==> src/rtl/ex_mem_stage_reg.sv <==
// EX/MEM pipeline boundary register with valid/ready flow control.
// Holds the EX-stage control bits and data for the data-memory stage.
// SKID=1 adds a second entry so that in_ready can come straight from a flop.
// Flush kills every held entry.
// Control outputs are forced to 0 whenever no beat is valid.
// reg_write is suppressed when the destination register is register 0.
module ex_mem_stage_reg #(
    parameter int DATA_W     = 32,
    parameter int REG_ADDR_W = 5,
    parameter int SKID       = 1
) (
    input  logic                  clk,
    input  logic                  rst_n,
    input  logic                  flush,
    input  logic                  in_valid,
    output logic                  in_ready,
    input  logic                  mem_read_e,
    input  logic                  mem_to_reg_e,
    input  logic                  mem_write_e,
    input  logic                  reg_write_e,
    input  logic [DATA_W-1:0]     alu_result_e,
    input  logic [DATA_W-1:0]     write_data_e,
    input  logic [REG_ADDR_W-1:0] write_reg_e,
    output logic                  out_valid,
    input  logic                  out_ready,
    output logic                  mem_read_m,
    output logic                  mem_to_reg_m,
    output logic                  mem_write_m,
    output logic                  reg_write_m,
    output logic [DATA_W-1:0]     alu_result_m,
    output logic [DATA_W-1:0]     write_data_m,
    output logic [REG_ADDR_W-1:0] write_reg_m
);

    typedef struct packed {
        logic                  valid;
        logic                  mem_read;
        logic                  mem_to_reg;
        logic                  mem_write;
        logic                  reg_write;
        logic [DATA_W-1:0]     alu_result;
        logic [DATA_W-1:0]     write_data;
        logic [REG_ADDR_W-1:0] write_reg;
    } entry_t;

    // The main entry drives the MEM side.
    // The skid entry catches one beat while the main entry is stalled.
    entry_t m_q, m_d;
    entry_t s_q, s_d;
    entry_t in_beat;
    logic   accept;
    logic   drain;

    // With the skid buffer, in_ready depends only on a flop.
    // Without it, in_ready passes through out_ready.
    assign in_ready = (SKID != 0) ? ~s_q.valid : (out_ready | ~m_q.valid);
    assign accept   = in_valid & in_ready;
    assign drain    = m_q.valid & out_ready;

    // Pack the incoming beat; register 0 is never a write target
    always_comb begin
        in_beat            = '0;
        in_beat.valid      = 1'b1;
        in_beat.mem_read   = mem_read_e;
        in_beat.mem_to_reg = mem_to_reg_e;
        in_beat.mem_write  = mem_write_e;
        in_beat.reg_write  = reg_write_e & (write_reg_e != '0);
        in_beat.alu_result = alu_result_e;
        in_beat.write_data = write_data_e;
        in_beat.write_reg  = write_reg_e;
    end

    // Next-state for both entries; flush wins over every handshake
    always_comb begin
        // NOTE: hold-by-default assignments keep this block free of inferred latches.
        m_d = m_q;
        s_d = s_q;
        if (flush) begin
            m_d.valid = 1'b0;
            s_d.valid = 1'b0;
        end else if (SKID != 0) begin
            if (drain && s_q.valid) begin
                // in_ready is low while the skid entry is full, so no accept can collide here
                m_d       = s_q;
                s_d.valid = 1'b0;
            end else if (accept && (!m_q.valid || drain)) begin
                m_d = in_beat;
            end else if (accept) begin
                s_d = in_beat;
            end else if (drain) begin
                m_d.valid = 1'b0;
            end
        end else begin
            if (accept) begin
                m_d = in_beat;
            end else if (drain) begin
                m_d.valid = 1'b0;
            end
        end
    end

    // Entry state flops, cleared asynchronously
    always_ff @(posedge clk or negedge rst_n) begin
        // NOTE: the data payload is reset as well so that every *_m output reads 0 out of reset.
        if (!rst_n) begin
            m_q <= '0;
            s_q <= '0;
        end else begin
            // NOTE: non-blocking assignments let every flop sample pre-edge values.
            m_q <= m_d;
            s_q <= s_d;
        end
    end

    // Control bits qualified by valid so that bubbles never carry stale controls
    assign out_valid    = m_q.valid;
    assign mem_read_m   = m_q.mem_read   & m_q.valid;
    assign mem_to_reg_m = m_q.mem_to_reg & m_q.valid;
    assign mem_write_m  = m_q.mem_write  & m_q.valid;
    assign reg_write_m  = m_q.reg_write  & m_q.valid;
    assign alu_result_m = m_q.alu_result;
    assign write_data_m = m_q.write_data;
    assign write_reg_m  = m_q.write_reg;

endmodule

==> config.mk <==
export PLATFORM = sky130hd
export DESIGN_NAME = ex_mem_stage_reg
export DESIGN_NICKNAME = d
export VERILOG_FILES = /design/src/rtl/ex_mem_stage_reg.sv
export SDC_FILE = /design/constraint.sdc
export NUM_CORES = 1
export LEC_CHECK = 0
export CAP_MARGIN = 20
export CORE_UTILIZATION = 45
export DETAILED_ROUTE_END_ITERATION = 8
export PLACE_DENSITY = 0.73
export SLEW_MARGIN = 20
export SYNTH_ARGS = -nofsm -noshare
export SYNTH_HDL_FRONTEND = slang
export SYNTH_SLANG_ARGS = --single-unit
export TNS_END_PERCENT = 50
==> constraint.sdc <==
create_clock -name clk -period 1.99 [get_ports clk]
set_input_delay 0.398 -clock clk [delete_from_list [all_inputs] [get_ports clk]]
set_output_delay 0.398 -clock clk [all_outputs]
set_load 0.005 [all_outputs]
==> impl_metrics.csv <==
group,metric,value,unit
setup_path,crit_buf_inv,2,
sta,tightest_slew,0.5354,ns
sta,maxSlewHeadroom,63.38,%
global_routing,grt_pass1_wl,23.05,mm
power,sw_frac_of_total,23.10,%
setup_path,crit_required,2.29,ns
power,pwr-share-seq,44.2,%
detailed_routing,wl_per_cell,17.25,um
logic_synthesis,synth.avg_cell_area,14.78,sq um
setup_path,worst-setup-path-type,"reg2reg",
global_routing,grt-busiest-layer,"met2",
global_routing,grt_pass1_vias,4505,
placement,dp.cells,771,
final_layout,final_cells,803,
clock_tree,clkTransAtPathRegs,0.06,ns
setup_path,path_cells,"buf_4, or2_4, a211oi_4, buf_12, mux2_2",
global_routing,use_met3,4.800,%
sta,grt_setup_unrepaired,"no",
logic_synthesis,seq_area_frac_synth,51.98,%
sta,period_share,97.51,%
placement,gp_congestion,0.7117,
power,pwr-share-clk,34.1,%
power,p_int,7.306,mW
sta,fmax,515.3,MHz
final_layout,drive_above_1_share,45.27,%
global_routing,grt_max_degree,58,
logic_synthesis,yosys_warnings,0,
detailed_routing,antenna_left,0,
logic_synthesis,syn-instance-count,482,
sta,hold_viol,0,
clock_tree,cts_tree,"built",
detailed_routing,routed_wl,13.85,mm
clock_tree,cts_buffers,17,
final_layout,regArea,3706,sq um
power,power_leakage,3.894,nW
setup_path,cpPeakStageDelay,0.40,ns
setup_path,crit_arrival,2.24,ns
detailed_routing,vias_per_cell,4.955,
power,power.density,1051,nW/um^2
setup_path,end_kind,"flop",
power,vdd_drop_max,0.0005939,V
final_layout,fill_cells,1201,
setup_path,crit_path_max_fanout,37,
global_routing,grt_util_met2,31.46,%
die,die_area,16340,sq um
die,start_util,46.53,%
logic_synthesis,yosys.cell_types.count,26,
power,p_switching,2.195,mW
setup_path,cp-start-kind,"flop",
sta,fin_crit,1.941,ns
clock_tree,h-tree-depth,4,
global_routing,grt-ovfl-total,0,
job,drv_cap,0,
logic_synthesis,synth_seq_cells,148,
global_routing,use_met1,22.53,%
die,core,15310,sq um
clock_tree,cts_root_buf,"clkbuf_16",
final_layout,fin_nets,659,
clock_tree,cts_num_sinks,148,
final_layout,multi_input_area,2693,sq um
sta,finalClockSkew,0.007231,ns
die,die_w,127.8,um
placement,hpwlAfterDp,9.571,mm
sta,setup_viol,0,
sta,drv_slew,0,
setup_path,cp_slowest_cell,"dfrtp_2",
die,die_h,127.8,um
placement,post-place-ws,-0.2235,ns
clock_tree,clockBufferDepth,2,
sta,timing.final.ws_setup,0.04946,ns
detailed_routing,drt_iter0_drc,154,
power,p_comb_share,21.7,%
detailed_routing,drt-pass1-iter-count,4,
global_routing,grt_usage,18.47,%
logic_synthesis,syn_nets,560,
die,io_pins,153,
placement,io_buffers,152,
global_routing,grt_antenna_before_repair,0,
clock_tree,clk_latency,0.41,ns
final_layout,diodes,0,
detailed_routing,drc,0,
outcome,status,"finished clean",
final_layout,syn2layout_area_growth,26.88,%
logic_synthesis,synthesis.area,7126,sq um
die,placementRows,45,
detailed_routing,dr_total_vias,3979,
setup_path,critPathTopFamily,"buffers and inverters",
worst_hold_path,worstHoldPathType,"in2async",
==> synthesized netlist by cell type (all sizes together) <==
cell,instances,area share (%)
and4,1,0.12
mux2i,1,0.14
or4b,1,0.14
or2,1,0.12
a2bb2oi,1,0.12
mux2,216,35
and2,4,0.35
buf,86,9.9
a211oi,2,0.39
or4,1,0.11
clkbuf,7,0.37
nand2,1,0.053
a2111oi,1,0.12
inv,3,0.16
o21ai,2,0.14
dfrtp,148,52
o211ai,1,0.11
a21oi,2,0.14
nor2,1,0.053
nand2b,1,0.19
nand3,1,0.14
==> timing repair <==
item | in CTS | in global routing
hold endpoints to repair | 41 | 0
hold buffers | 1 | 0
setup buffers | 1 | 0
endpoints found under the setup margin | 5 | 1
gates resized for setup | 6 | 1
==> worst reg2reg max path: stages (launching register included) <==
cell	delay [ns]
dfrtp_2	0.40
buf_4	0.15
or2_4	0.24
a211oi_4	0.36
buf_12	0.27
mux2_2	0.40
==> placed cells by master (no fill, tap or decap), drive strengths merged, types with 3 or more instances in the layout <==
cell type      count
and2               4
buf               21
bufinv             3
clkbuf            21
clkdlybuf4s50    146
clkinv             4
dfrtp            148
dlygate4sd2        4
inv                3
mux2             216
==> power by group through the flow <==
stage | Clock, mW | Sequential (mW) | Combinational (mW)
floorplan | 0 | 4.09 | 1.48
global placement | 0 | 4.20 | 2.02
detailed placement | 0 | 4.24 | 2.09
CTS | 3.31 | 4.20 | 2.10
global route | 3.45 | 4.29 | 2.24
finish | 3.24 | 4.20 | 2.06
==> flip-flops by register name, summed over array words and instances, names as in the netlist <==
signal,cells
alu_result_m,32
m_q,4
out_valid,1
s_q,74
write_data_m,32
write_reg_m,5
==> metrics by stage <==
stage	setup TNS [ns]	area (sq um)	util [%]	power, mW	hold WS [ns]
CTS	0	9039	59.02	9.609	0.4811
floorplan	0	7126	-	5.573	0.1024
detailed placement	-28.12	8424	55.01	6.332	0.3479
global placement	-25.14	8424	55.01	6.221	0.3471
finish	0	9041	59.04	9.502	0.4736
global route	0	9041	59.04	9.987	0.5069
==> metal layers <==
layer / share of wire (%) / routed length (um)
met5: 0 / 0
met1: 43 / 5977
met3: 4.3 / 601
met2: 51 / 7036
met4: 1.7 / 235
==> path summary, 6_finish.rpt <==
| path | startpoint | to | slack, ns | depth (start not counted) |
|---|---|---|---|---|
| hold reg to reg | alu_result_m[4]$_DFFE_PN0P_ | alu_result_m[4]$_DFFE_PN0P_ | 0.49 | 1 |
| setup / recovery | out_valid$_DFFE_PN0P_ | write_data_m[12]$_DFFE_PN0P_ | 0.05 | 5 |
| max in group asynchronous | rst_n | s_q[73]$_DFFE_PN0P_ | 0.84 | 3 |
| setup reg to reg | out_valid$_DFFE_PN0P_ | write_data_m[12]$_DFFE_PN0P_ | 0.05 | 5 |
| hold / removal | rst_n | alu_result_m[9]$_DFFE_PN0P_ | 0.47 | 2 |
| min in group clk | alu_result_m[4]$_DFFE_PN0P_ | alu_result_m[4]$_DFFE_PN0P_ | 0.49 | 1 |
==> cell type report <==
cell class                      instances  share of cell area (%)
Clock inverter                          9                   1.425
Timing Repair Buffer                  173                   19.55
Inverter                                3                  0.1246
Sequential cell                       148                   40.99
Tap cell                              211                   2.920
Multi-Input combinational cell        238                   29.78
Clock buffer                           21                   5.203
==> kinds of logic after synthesis <==
logic type	share of synthesized area, %
flops	51.98
mux	35.33
compound gates	1.019
simple gates	1.282
buf+inv	10.40
Power figures use the tool's default switching activity.
